**src/rtl/alu_arbiter.sv**
```systemverilog
// Two-requester round-robin front end for a single shared ALU.
// One operation in flight: IDLE accepts, EXEC drives the ALU, RESP holds the result.
module alu_arbiter #(
    parameter int n = 64
) (
    input  logic         CLK,
    input  logic         Reset,
    input  logic         req0_valid,
    output logic         req0_ready,
    input  logic [3:0]   req0_ctrl,
    input  logic [n-1:0] req0_a,
    input  logic [n-1:0] req0_b,
    input  logic         req1_valid,
    output logic         req1_ready,
    input  logic [3:0]   req1_ctrl,
    input  logic [n-1:0] req1_a,
    input  logic [n-1:0] req1_b,
    output logic [n-1:0] alu_busA,
    output logic [n-1:0] alu_busB,
    output logic [3:0]   alu_ctrl,
    input  logic [n-1:0] alu_busW,
    input  logic         alu_zero,
    output logic         rsp_valid,
    input  logic         rsp_ready,
    output logic         rsp_id,
    output logic [n-1:0] rsp_data,
    output logic         rsp_zero,
    output logic         rsp_err
);

    typedef enum logic [1:0] {IDLE, EXEC, RESP} state_t;

    state_t         state, stateNext;
    logic           lastGrant;
    logic [3:0]     ctrlQ;
    logic [n-1:0]   aQ, bQ;
    logic           idQ;
    logic [n-1:0]   dataQ;
    logic           zeroQ, errQ;

    logic           grant0, grant1, accept, winId;
    logic [3:0]     winCtrl;
    logic [n-1:0]   winA, winB;

    function automatic logic isLegal(input logic [3:0] c);
        case (c)
            4'b0000, 4'b0001, 4'b0010, 4'b0110, 4'b0111, 4'b1000: return 1'b1;
            default: return 1'b0;
        endcase
    endfunction

    // On a tie the requester that was not served last wins.
    assign grant0  = req0_valid && (!req1_valid || lastGrant);
    assign grant1  = req1_valid && (!req0_valid || !lastGrant);
    assign accept  = (state == IDLE) && (grant0 || grant1);
    assign winId   = grant1;
    assign winCtrl = grant1 ? req1_ctrl : req0_ctrl;
    assign winA    = grant1 ? req1_a : req0_a;
    assign winB    = grant1 ? req1_b : req0_b;

    always_ff @(posedge CLK or posedge Reset) begin
        if (Reset) begin
            state     <= IDLE;
            lastGrant <= 1'b1;
            ctrlQ     <= '0;
            aQ        <= '0;
            bQ        <= '0;
            idQ       <= 1'b0;
            dataQ     <= '0;
            zeroQ     <= 1'b0;
            errQ      <= 1'b0;
        end else begin
            state <= stateNext;
            if (accept) begin
                ctrlQ     <= winCtrl;
                aQ        <= winA;
                bQ        <= winB;
                idQ       <= winId;
                lastGrant <= winId;
                // Illegal codes skip EXEC, so the error response is formed here.
                errQ      <= !isLegal(winCtrl);
                if (!isLegal(winCtrl)) begin
                    dataQ <= '0;
                    zeroQ <= 1'b1;
                end
            end
            if (state == EXEC) begin
                dataQ <= alu_busW;
                zeroQ <= alu_zero;
            end
        end
    end

    always_comb begin
        stateNext = state;
        case (state)
            IDLE: if (accept) stateNext = isLegal(winCtrl) ? EXEC : RESP;
            EXEC: stateNext = RESP;
            RESP: if (rsp_ready) stateNext = IDLE;
            default: stateNext = IDLE;
        endcase
    end

    always_comb begin
        req0_ready = 1'b0;
        req1_ready = 1'b0;
        alu_busA   = '0;
        alu_busB   = '0;
        alu_ctrl   = 4'b0000;
        rsp_valid  = 1'b0;
        case (state)
            IDLE: begin
                req0_ready = grant0;
                req1_ready = grant1;
            end
            EXEC: begin
                alu_busA = aQ;
                alu_busB = bQ;
                alu_ctrl = ctrlQ;
            end
            RESP: rsp_valid = 1'b1;
            default: ;
        endcase
    end

    assign rsp_id   = idQ;
    assign rsp_data = dataQ;
    assign rsp_zero = zeroQ;
    assign rsp_err  = errQ;

endmodule

```
**config.mk**
```make
export PLATFORM = sky130hd
export DESIGN_NAME = alu_arbiter
export DESIGN_NICKNAME = d
export VERILOG_FILES = /design/src/rtl/alu_arbiter.sv
export SDC_FILE = /design/constraint.sdc
export NUM_CORES = 1
export LEC_CHECK = 0
export CORE_AREA = 2 2 207 209
export CTS_BUF_LIST = sky130_fd_sc_hd__clkbuf_4 sky130_fd_sc_hd__clkbuf_8
export CTS_CLUSTER_SIZE = 10
export DETAILED_ROUTE_END_ITERATION = 7
export DIE_AREA = 0 0 209 211
export PLACE_DENSITY_LB_ADDON = 0.12
export RECOVER_POWER = 100
export SYNTH_ARGS = -nofsm -noshare
export SYNTH_HDL_FRONTEND = slang
export SYNTH_SLANG_ARGS = --single-unit
```
**constraint.sdc**
```tcl
create_clock -name CLK -period 8.2 [get_ports CLK]
set_input_delay 1.64 -clock CLK [delete_from_list [all_inputs] [get_ports CLK]]
set_output_delay 1.64 -clock CLK [all_outputs]
set_load 0.005 [all_outputs]
```
==> results.md, run 1 <==
- Run status: finished, violations left
- Failing checks: max-capacitance violations, max-slew violations
- Total power: 4.33 mW
- Placer Congestion: 0.751
- Final #Nets: 1874
- Root Buffer: clkbuf_8
- Sequential fraction of the synthesis area: 0.519
- Clk_skew: 23.3 ps
- Mapped cell area: 9750 um2
- Hold buffers post-CTS: 0
- Synth unique cells: 26
- Layout cells sized above 1: 0.0530
- Ys Warns: 0
- Clk sinks: 202
- Antenna violations before repair: 1
- GRT Residual Overflow: 0
- Crit path capture type: flip-flop
- DR DRC count: 0
- Syn Inst Count: 1034
- Fill cells: 4224
- DP Wirelength: 27.0 mm
- DRT iter0 DRCs: 321
- Final period util: 0.728
- WL final: 37.8 mm
- Worst skew pair latency: 570 ps
- Die ar.: 44100 um2
- Final hold viol count: 0
- Multi-input gate area: 4320 um2
- CTS tree: yes
- Worst R2R Setup Slack: 3580 ps
- Most instantiated cells after synthesis: nand2_1 (263), dfrtp_1 (201), o21ai_0 (168)
- Reg area: 5060 um2
- Unrepaired setup endpoints after global routing: no
- Synth Net Count: 1368
- Final count of negative-setup-slack endpoints: 0
- Synth top area cells: dfrtp_1 (52%), mux2i_1 (14%), nand2_1 (10%)
- Clock-pin slew on the worst setup and hold paths: 50 ps
- Ys async rst share: 1.00
- CP Class: in2reg
- Max-slew violation count: 364
- Area Growth Syn to Fin: 67.5%
- Vias in the first global route: 9169
- Startpoint types: input pin
- PortBufs: 535
- Most area-hungry cell type in the Yosys netlist: dfrtp_1
- Max Cap Viol: 5
- Post-layout util: 0.391
- CTS Buf Count: 41
- CORE AREA: 41800 um2
- Wire per inst: 18.0 um
- Initial Util: 0.233
- WP data arrival: 6290 ps
- # resized after CTS: 0
- Via/cell ratio: 4.21
- Min Hold Slack: 468 ps
- Pleak: 7.15 nW
- # Post-CTS Setup Buffers: 0
- Minimum clock period: 5970 ps
- Rel. slew slack: -1.47
- H-tree depth: 2
- GRT Total Usage: 0.168
- Crit-path max FO: 67
- Count leader, synth: nand2_1
- Clock Path Buffers: 3
- Drt first pass iters: 4
- First-pass GRT wire length: 56.3 mm
- Non-filler cells, final: 2106
- Most common flop cell mapped by yosys: dfrtp_1
- Die width: 209 um
- Largest net degree at the start of global routing: 268
- Antenna Nets Post-Route: 0
- Vias: 8868
- Worst-Margin Slew: 3680 ps
- Synth top area share: 0.516
- Synthesis-stage register bit count: 202
- Syn avg cell area: 9.43 um2
- Setup TNS: 0 ps
- Die height: 211 um
- Hold Path Class: reg2reg
- Number of flops mapped to enable cells by yosys: 0
- Max Fclk: 168 MHz
- Power per cell area: 265 nW/um2
- Boundary Pins: 536
- Placed Cells: 2036
- Rows: 75
- Critical Path RT: 8520 ps
- VDD IR max: 0.000404 V
==> final cells by class <==
class                   instances  area share
well taps                     539      0.0413
clock buffers                  68      0.0504
diodes                          1    0.000153
clock inverters                 1    0.000536
flip-flops and latches        202       0.310
inverters                       4    0.000996
multi-input cells             748       0.265
repair buffers                543       0.332
==> kinds of logic (layout without fill, tap and decap cells) <==
group	Yosys count	count (layout)	share of synthesized area
other	0	1	0
buffers and inverters	84	616	0.0415
and+or+nand+nor	406	406	0.193
DFF	202	202	0.519
muxes	133	133	0.137
AOI/OAI and AO/OA	209	209	0.111
==> layer usage <==
layer / vias up / GRT usage / wire length [um]
met5: - / 0 / 0
met4: 0 / 0.0586 / 856
met3: 47 / 0.0450 / 2450
met2: 294 / 0.299 / 19200
met1: 4097 / 0.194 / 15300
li1: 4430 / - / -
==> worst max-delay path, cell delays in order <==
cell and delay (ps):
dlygate4sd3_1 630, a21boi_0 1120, a211oi_2 180, a221oi_4 290, clkbuf_1 2000, o21ai_0 350
==> cells in the final DEF (no fill, tap or decap), types with 2 or more instances in the layout <==
| cell type | count |
|---|---|
| and2_1 | 64 |
| o21ai_0 | 198 |
| and2_0 | 70 |
| nand2_1 | 263 |
| nor2_1 | 2 |
| buf_12 | 2 |
| a21oi_1 | 2 |
| nor2b_1 | 4 |
| mux2i_1 | 133 |
| clkbuf_8 | 50 |
| dlygate4sd3_1 | 131 |
| clkdlybuf4s50_1 | 404 |
| dfrtp_1 | 201 |
| clkbuf_2 | 3 |
| clkbuf_4 | 18 |
| inv_1 | 3 |
| buf_4 | 2 |
==> worst paths after layout <==
kind / from / end / cells past startpoint
setup / recovery: req1_valid / rsp_data[56]$_DFFE_PP0P_ / 6
hold / removal: bQ[8]$_DFFE_PP0P_ / bQ[8]$_DFFE_PP0P_ / 2
setup reg to reg: lastGrant$_DFFE_PP1P_ / rsp_data[56]$_DFFE_PP0P_ / 5
hold reg to reg: bQ[8]$_DFFE_PP0P_ / bQ[8]$_DFFE_PP0P_ / 2
max in group asynchronous: Reset / bQ[1]$_DFFE_PP0P_ / 3
min in group asynchronous: Reset / bQ[24]$_DFFE_PP0P_ / 2
==> power by group <==
| group | leakage, nW | internal [mW] | total, mW | switching, mW |
|---|---|---|---|---|
| clock network | 0.447 | 0.626 | 1.07 | 0.449 |
| registers | 2.55 | 1.48 | 1.71 | 0.231 |
| logic | 4.15 | 0.766 | 1.55 | 0.785 |
==> flip-flops by register name (all words and copies together) (netlist names) <==
name and count:
rsp_data 64, state 2, lastGrant 1, rsp_zero 1, rsp_id 1, bQ 64
aQ 64, rsp_err 1, ctrlQ 4
==> stage by stage <==
step | worst slack [ps] | cell area [um2]
2_1_floorplan | 1050 | 9750
3_3_place_gp | 3250 | 15500
3_5_place_dp | 3250 | 15500
4_1_cts | 3050 | 16400
5_1_grt | 1590 | 16300
6_report | 2230 | 16300
Note: power is estimated with default switching activity, not from simulation.
==> run 2: changes to the inputs <==
==> constraint.sdc (replaced) <==
create_clock -name CLK -period 5.8 [get_ports CLK]
set_input_delay 1.16 -clock CLK [delete_from_list [all_inputs] [get_ports CLK]]
set_output_delay 1.16 -clock CLK [all_outputs]
set_load 0.005 [all_outputs]
==> results.md, run 2 (synthesis results as in run 1) <==
- Worst R2R Start: lastGrant$_DFFE_PP1P_ (unchanged)
- DR DRC count: 0 (unchanged)
- GRT Residual Overflow: 0 (unchanged)
- Unrepaired setup endpoints after global routing: no (unchanged)
- Area Growth Syn to Fin: 67.4% (was 67.5%)
- Vias: 8891 (was 8868)
- WP data arrival: 3710 ps (was 6290 ps)
- Commonest non-fill, non-tap cell in the layout: clkdlybuf4s50_1 (unchanged)
- Most frequent cells in the layout: clkdlybuf4s50_1 (407), nand2_1 (263), dfrtp_1 (201) (was clkdlybuf4s50_1 (404), nand2_1 (263), dfrtp_1 (201))
- Die width: 209 um (unchanged)
- Wire per inst: 18.0 um (about the same)
- Fill cells: 4309 (was 4224)
- Rel. slew slack: -0.788 (was -1.47)
- Root Buffer: clkbuf_8 (unchanged)
- Initial Util: 0.233 (unchanged)
- Hold_sp: bQ[25]$_DFFE_PP0P_ (was bQ[8]$_DFFE_PP0P_)
- Final period util: 0.840
- PortBufs: 535 (unchanged)
- Worst skew pair latency: 560 ps (was 570 ps)
- Largest net degree at the start of global routing: 163 (was 268)
- Sw Ratio: 0.340 (was 0.338)
- Final #Nets: 1877 (was 1874)
- Final count of negative-setup-slack endpoints: 0 (unchanged)
- Minimum clock period: 4870 ps
- Max Cap Viol: 2 (was 5)
- Met3 wire length: 2.61 mm (was 2.45 mm)
- H-tree depth: 2 (unchanged)
- # Post-CTS Setup Buffers: 0 (unchanged)
- Boundary Pins: 536 (unchanged)
- GRT Total Usage: 0.169 (was 0.168)
- Run status: finished, violations left (unchanged)
- Clk sinks: 202 (unchanged)
- Clk_skew: 14.5 ps (was 23.3 ps)
- Worst hold path depth: 2 (unchanged)
- Flop pwr share: 0.392 (was 0.394)
- Antenna Nets Post-Route: 0 (unchanged)
- Drt first pass iters: 4 (unchanged)
- CORE AREA: 41800 um2 (unchanged)
- Finished Cell Area: 16300 um2 (about the same)
- Layout cells sized above 1: 0.0535 (was 0.0530)
- Rows: 75 (unchanged)
- Post-layout util: 0.391 (about the same)
- Vias in the first global route: 9417 (was 9169)
- Reg2reg end: rsp_data[18]$_DFFE_PP0P_ (was rsp_data[56]$_DFFE_PP0P_)
- Hold buffers post-CTS: 0 (unchanged)
- R2R depth: 6 (was 5)
- Cell-internal power: 4.01 mW (was 2.87 mW)
- CP Class: in2out (was in2reg)
- Met2 wire length: 19.0 mm (was 19.2 mm)
- Placer Congestion: 0.752 (was 0.751)
- Comb pwr share: 0.364 (was 0.358)
- Hold Path Class: reg2reg (unchanged)
- DP Wirelength: 27.2 mm (was 27.0 mm)
- Top Layer Used: met5 (was met4)
- Antenna violations before repair: 6 (was 1)
- Placed cell area: 15600 um2 (was 15500 um2)
- # resized after CTS: 0 (unchanged)
- Max Fclk: 205 MHz
- Die height: 211 um (unchanged)
- Setup TNS: 0 ps (unchanged)
- Hold Path End: bQ[25]$_DFFE_PP0P_ (was bQ[8]$_DFFE_PP0P_)
- Pleak: 7.13 nW (was 7.15 nW)
- DRT iter0 DRCs: 299 (was 321)
- Psw: 2.06 mW (was 1.46 mW)
- First-pass GRT wire length: 57.1 mm (was 56.3 mm)
- Final hold viol count: 0 (unchanged)
- Startpoint types: input pin (unchanged)
- M1 WL: 15.7 mm (was 15.3 mm)
- WL final: 38.0 mm (was 37.8 mm)
- Die ar.: 44100 um2 (unchanged)
- Power per cell area: 372 nW/um2 (was 265 nW/um2)
- Worst-Margin Slew: 2680 ps (was 3680 ps)
- Critical Path RT: 4640 ps (was 8520 ps)
- Via/cell ratio: 4.21 (about the same)
- Max-slew violation count: 138 (was 364)
- Crit path capture type: primary output (was flip-flop)
- VDD IR max: 0.000209 V (was 0.000404 V)
- Failing checks: max-capacitance violations, max-slew violations (unchanged)
- CTS Buf Count: 40 (was 41)
- Clock power frac: 0.244 (was 0.248)
- Crit-path max FO: 14 (was 67)
- Clock Path Buffers: 3 (unchanged)
- Clock-pin slew on the worst setup and hold paths: 60 ps (was 50 ps)
- CTS tree: yes (unchanged)
- Worst R2R Setup Slack: 2340 ps (was 3580 ps)
[run 2: worst max-delay path, stage by stage]
cell and delay, ps:
dlygate4sd3_1 640, a21boi_0 220, clkbuf_1 870, and2_0 260
clkdlybuf4s50_1 550
[run 2: power groups by stage]
stage / sequential (mW) / clock (mW) / combinational (mW)
2_1_floorplan: 2.37 / 0 / 1.17
5_1_grt: 2.48 / 1.62 / 2.51
6_report: 2.38 / 1.48 / 2.21
3_3_place_gp: 2.39 / 0 / 2.36
4_1_cts: 2.40 / 1.56 / 2.40
3_5_place_dp: 2.42 / 0 / 2.39
[run 2: metrics by stage]
step / power (mW) / instances / setup slack, ps / hold slack, ps
after global placement: 4.76 / 2040 / 1630 / 452
after floorplan: 3.54 / 1034 / 2020 / 442
final: 6.07 / 2110 / 929 / 467
after CTS: 6.35 / 2108 / 1500 / 474
after detailed placement: 4.81 / 2040 / 1620 / 461
after global routing: 6.61 / 2110 / 724 / 492
[run 2: cell type report]
type                    count  area, um2  share of cell area
diodes                      2       5.00            0.000307
clock buffers              64        774              0.0475
clock inverters             4       25.0             0.00153
inverters                   4       16.3            0.000997
multi-input cells         748       4320               0.264
flip-flops and latches    202       5060               0.310
well taps                 539        674              0.0413
repair buffers            547       5460               0.334
[run 2: worst max-delay path by stage]
| stage | slack, ps | depth (start not counted) | from | to |
|---|---|---|---|---|
| 2_1_floorplan | 2020 | 1 | Reset | aQ[0]$_DFFE_PP0P_ |
| 3_3_place_gp | 1630 | 5 | req1_valid | req1_ready |
| 3_5_place_dp | 1620 | 5 | req1_valid | req1_ready |
| 4_1_cts | 1500 | 4 | state[0]$_DFFE_PP0P_ | alu_busA[4] |
| 5_1_grt | 720 | 4 | state[0]$_DFFE_PP0P_ | alu_busA[48] |
| 6_report | 930 | 5 | req1_valid | req1_ready |
[run 2: metal layers]
metal | vias up | GRT usage
met1 | 4112 | 0.200
met2 | 278 | 0.296
met4 | 8 | 0.0520
met5 | - | 0
li1 | 4439 | -
met3 | 54 | 0.0514
